## config.mk

```make
export PLATFORM = sky130hd
export DESIGN_NAME = regfile_mp
export DESIGN_NICKNAME = d
export VERILOG_FILES = /design/src/rtl/regfile_mp.sv
export SDC_FILE = /design/constraint.sdc
export NUM_CORES = 2
export LEC_CHECK = 0
export CAP_MARGIN = 20
export CORE_MARGIN = 2
export CORE_UTILIZATION = 40
export DETAILED_ROUTE_END_ITERATION = 10
export GPL_ROUTABILITY_DRIVEN = 0
export PLACE_DENSITY = 0.6
export SYNTH_ARGS = -nofsm -noshare
export SYNTH_HDL_FRONTEND = slang
export SYNTH_SLANG_ARGS = --single-unit
```

## constraint.sdc

```tcl
create_clock -name clk -period 7.73 [get_ports clk]
set_input_delay 1.1595 -clock clk [delete_from_list [all_inputs] [get_ports clk]]
set_output_delay 1.1595 -clock clk [all_outputs]
set_load 0.05 [all_outputs]
```

## src/rtl/regfile_mp.sv

```systemverilog
// Parametrised multi-port register file: two combinational read ports, two write
// ports (port 1 wins on address collision), optional hardwired-zero register 0,
// and a post-reset sweep that zeroes every entry before raising ready.
// Optional feature macro: REGFILE_BYPASS_EN enables same-cycle write-to-read forwarding.
module regfile_mp #(
  parameter int unsigned DATA_WIDTH = 32,
  parameter int unsigned ADDR_WIDTH = 5,
  parameter int unsigned ZERO_REG   = 1
) (
  input  logic                  clk,
  input  logic                  rst,
  input  logic [ADDR_WIDTH-1:0] rs1,
  input  logic [ADDR_WIDTH-1:0] rs2,
  output logic [DATA_WIDTH-1:0] read_data1,
  output logic [DATA_WIDTH-1:0] read_data2,
  input  logic [ADDR_WIDTH-1:0] rd0,
  input  logic [DATA_WIDTH-1:0] write_data0,
  input  logic                  reg_write_en0,
  input  logic [ADDR_WIDTH-1:0] rd1,
  input  logic [DATA_WIDTH-1:0] write_data1,
  input  logic                  reg_write_en1,
  output logic                  ready
);

  localparam int unsigned DEPTH = 2 ** ADDR_WIDTH;

  typedef enum logic {StClear, StReady} state_e;

  state_e                state_q, state_d;
  logic [ADDR_WIDTH-1:0] clr_ptr_q, clr_ptr_d;
  logic [DATA_WIDTH-1:0] mem_q [DEPTH];

  logic                  wr_ok0, wr_ok1;
  logic [ADDR_WIDTH-1:0] rs    [2];
  logic [DATA_WIDTH-1:0] rdata [2];

  // State register and clear pointer; reset restarts the sweep from entry 0.
  always_ff @(posedge clk) begin
    if (rst) begin
      state_q   <= StClear;
      clr_ptr_q <= '0;
    end else begin
      state_q   <= state_d;
      clr_ptr_q <= clr_ptr_d;
    end
  end

  // Next state: walk the pointer through every entry, leave CLEAR after the last one.
  always_comb begin
    state_d   = state_q;
    clr_ptr_d = clr_ptr_q;
    if (state_q == StClear) begin
      clr_ptr_d = clr_ptr_q + 1'b1;
      if (clr_ptr_q == {ADDR_WIDTH{1'b1}}) begin
        state_d = StReady;
      end
    end
  end

  // Outputs decoded from state; a write is valid only when ready and not aimed at a hardwired zero.
  always_comb begin
    ready  = (state_q == StReady);
    wr_ok0 = reg_write_en0 && ready && !((ZERO_REG != 0) && (rd0 == '0));
    wr_ok1 = reg_write_en1 && ready && !((ZERO_REG != 0) && (rd1 == '0));
  end

  // Array update: sweep zeroes one entry per edge; in READY port 1 is written last so it wins.
  always_ff @(posedge clk) begin
    if (!rst) begin
      if (state_q == StClear) begin
        mem_q[clr_ptr_q] <= '0;
      end else begin
        if (wr_ok0) mem_q[rd0] <= write_data0;
        if (wr_ok1) mem_q[rd1] <= write_data1;
      end
    end
  end

  assign rs[0] = rs1;
  assign rs[1] = rs2;

  // Read ports: array data, optionally forwarded from this cycle's writes, forced to 0 while
  // clearing or when reading the hardwired zero register.
  always_comb begin
    for (int p = 0; p < 2; p++) begin
      rdata[p] = mem_q[rs[p]];
`ifdef REGFILE_BYPASS_EN
      if (wr_ok0 && (rd0 == rs[p])) rdata[p] = write_data0;
      if (wr_ok1 && (rd1 == rs[p])) rdata[p] = write_data1;
`endif
      if (!ready || ((ZERO_REG != 0) && (rs[p] == '0))) rdata[p] = '0;
    end
  end

  assign read_data1 = rdata[0];
  assign read_data2 = rdata[1];

endmodule

```

==> flow_metrics.tcl <==
set metrics [dict create \
    clock_path_buffers 3 \
    ff2ff_setup_slack_ps 3190 \
    max_freq_mhz 166 \
    synth_flop_cell "edfxtp_1" \
    synthCells 4264 \
    cts_htree_levels 3 \
    synth_area_mm2 0.0618 \
    ys_types 66 \
    postCtsSetupBuffers 0 \
    grt_pass1_wl_um 332000 \
    multi_input_area_mm2 0.0291 \
    r2r_cells 6 \
    syn_area_per_cell_um2 14.5 \
    seq_area_mm2 0.0309 \
    portBuffers 152 \
    root_buffer "clkbuf_16" \
    grt_max_degree 150 \
    first_iter_violations 6009 \
    cp.depth 7 \
    endpoint "read_data1[29]" \
    crit_arrival_ps 4870 \
    io_pins 153 \
    seq_area_frac_synth 0.500 \
    crit_family "buffers and inverters" \
    cpMaxStageDelayCell "and4b_2" \
    max_cap_viol_count 0 \
    hpwl_um 134000 \
    firstDrtPassIters 5 \
    grt_usage 0.300 \
    routed_via_density 6.70 \
    synth_top_area_frac 0.498 \
    relSlewSlack 0.170 \
    die_w_um 397 \
    cts-resized-gates 0 \
    synth.largest_area_cell "edfxtp_1" \
    reg2reg_to "mem_q[8][25]" \
    cts_tree "yes" \
    core-area_mm2 0.154 \
    r2r_start "ready" \
    path_class "primary input to primary output" \
    setup_violations 0 \
    drc 0 \
    final_nets 4263 \
    endpoint_kind "primary output" \
    clk_pin_slew_ps 60 \
    yosysWarningCount 0 \
    nFillCells 13500 \
    ir_drop_v 0.000192 \
    cp-start-kind "primary input" \
    min_path_type "flip-flop to flip-flop" \
    drt-total-wl_um 240000 \
    finalCritPeriodShare 0.780 \
    cp.buffers_inverters 3 \
    crit_chain "buf_8 -> and4b_2 -> buf_4 -> a22oi_1 -> o31a_1 -> nand4_1 -> clkdlybuf4s50_1" \
    cp-startpoint "rs1[2]" \
    cp_max_fo 86 \
    die_y_um 397 \
    synth-edff-count 1024 \
    numCtsBuffers 116 \
    leakagePower_nw 22.7 \
    numClockSinks 1030 \
    std_cell_rows 144 \
    final_max_slew_viol_count 0 \
    start_util 0.402 \
    cts_hold_buf 0 \
    slowest_delay_ps 1090 \
    critPathRequiredTime_ps 6570 \
    ys_top_cells_by_area "edfxtp_1 50%, mux2_2 20%, mux4_2 9.2%, mux2i_1 4.3%, mux2_4 2.1%" \
    clock_latency_ps 760 \
    rsz0062_at_grt "false" \
    via_count 42300 \
    drtAntennaViolNets 0 \
    layout_min_cycle_time_ps 6030 \
    drive_gt1_frac 0.438 \
    fin_skew_ps 23.4 \
    cellPowerDensity_mw_per_mm2 176 \
    hold_viol 0 \
    wl_per_cell_um 38.1 \
    syn_to_final_growth_pct 12.8 \
    status "finished clean" \
    gr-total-overflow 0 \
    hold_ws_ps 611 \
    worst_pin_slew_ps 1240 \
    fin_tns_setup_ps 0 \
    grt_pass1_vias 41900 \
    dieArea_mm2 0.158 \
    antenna_found_initial 11 \
    ys_ff_latch 1030 \
    async_flop_share 0 \
    synthesis.nets 4354 \
]
## cells in the mapped netlist, types with 4 or more instances
library cell  number
dfxtp_1            6
mux2i_1          263
buf_1             18
buf_2            217
and4b_1            4
and3_1             6
edfxtp_1        1024
buf_4             21
and2_1            37
nand3_1          101
a31oi_1           35
nor2_1            28
mux4_2           252
buf_6             17
nand2b_1          11
a211oi_1          64
a22o_1            32
clkbuf_1         258
o21bai_1           8
or3_1             32
o22ai_1           77
o31a_1            34
a22oi_1          164
nor3b_1            4
nor2_2             7
nand4_1           65
nor3_1             6
mux2_4            88
mux2_2          1097
nor3_2             4
nand2_1           82
nor2b_1           74
o21ai_0           79
## placed cells by master, fill, tap and decap left out, types with 7 or more instances in the layout
cell             synthesis  final
nand3_1                101     99
nor2b_1                 74     69
a22o_1                  32     32
o21ai_4                  0     14
o21bai_4                 0      8
nor2_4                   1     15
a31oi_1                 35     35
o22ai_1                 77     68
nand2_1                 82     75
o22ai_4                  0      9
buf_12                   3      7
mux2_4                  88     88
clkbuf_16                0    127
clkinv_1                 0     28
buf_4                   21    123
mux4_2                 252    252
o21ai_0                 79     65
a211oi_1                64     64
clkdlybuf4s50_1          0    146
buf_8                    0     13
clkbuf_1               258     35
buf_16                   0     25
mux2i_1                263    263
o31a_1                  34     34
or3_1                   32     32
edfxtp_1              1024   1024
a22oi_1                164    164
nand4_1                 65     65
and2_1                  37     34
mux2_2                1097   1097
nor2_1                  28     19
clkinv_2                 0     19
## per-layer routing
layer,share of wire,track usage,vias to the layer above
li1,-,-,16900
met1,0.39,0.392,22100
met2,0.46,0.471,2628
met3,0.095,0.0610,691
met4,0.060,0.159,8
met5,0.00027,0,-
## how the worst min path moves through the flow
stage / start / end / slack (ps) / cells after the start
5_1_grt: clr_ptr_q[0] / clr_ptr_q[0] / 660 / 2
4_1_cts: clr_ptr_q[0] / clr_ptr_q[0] / 620 / 2
3_5_place_dp: clr_ptr_q[0] / clr_ptr_q[0] / 600 / 2
6_report: clr_ptr_q[0] / clr_ptr_q[0] / 610 / 2
3_3_place_gp: clr_ptr_q[0] / clr_ptr_q[0] / 590 / 2
2_1_floorplan: clr_ptr_q[0] / clr_ptr_q[0] / 540 / 2
## cell families after synthesis
logic type                 after synthesis  share of synthesized area
AOI/OAI and AO/OA                      501                     0.0569
xor gates and xnor gates                 3                   0.000425
DFF                                   1030                      0.500
adders and majority gates                2                   0.000405
buffers and inverters                  536                     0.0411
and+or+nand+nor                        489                     0.0453
muxes                                 1703                      0.356
## through the flow
stage	power (mW)	utilization	instances	area [um^2]	worst slack, ps
floorplan	6.69	-	4264	61800	2730
global placement	7.00	0.423	6053	65000	1830
detailed placement	7.02	0.424	6061	65200	1860
CTS	12.3	0.447	6275	68800	1850
global route	12.6	0.454	6314	69700	1660
finish	12.3	0.454	6317	69700	1700
## worst reg2reg max path: stages, from the launching register on
cell      delay [ps]
dfxtp_1          700
buf_4            340
nand3b_1         270
a21oi_4          730
a22oi_1          560
o21ai_4          950
buf_4            600
## layout make-up
| type | instances | area share |
|---|---|---|
| Timing Repair Buffer | 325 | 0.0525 |
| Antenna cell | 4 | 0.000144 |
| Inverter | 2 | 0.000108 |
| Sequential cell | 1030 | 0.443 |
| Multi-Input combinational cell | 2698 | 0.417 |
| Clock inverter | 61 | 0.00659 |
| Tap cell | 2044 | 0.0367 |
| Clock buffer | 153 | 0.0442 |
## sequential cells by signal, summed over array words and instances, names as in the netlist
| register | count |
|---|---|
| clr_ptr_q | 5 |
| ready | 1 |
| mem_q | 1024 |
## where the power goes
group / switching (mW) / internal (mW) / total [mW]
logic: 0.531 / 0.297 / 0.828
clock network: 2.39 / 2.96 / 5.35
registers: 0.0186 / 6.09 / 6.11
Note: power is estimated with default switching activity, not from simulation.
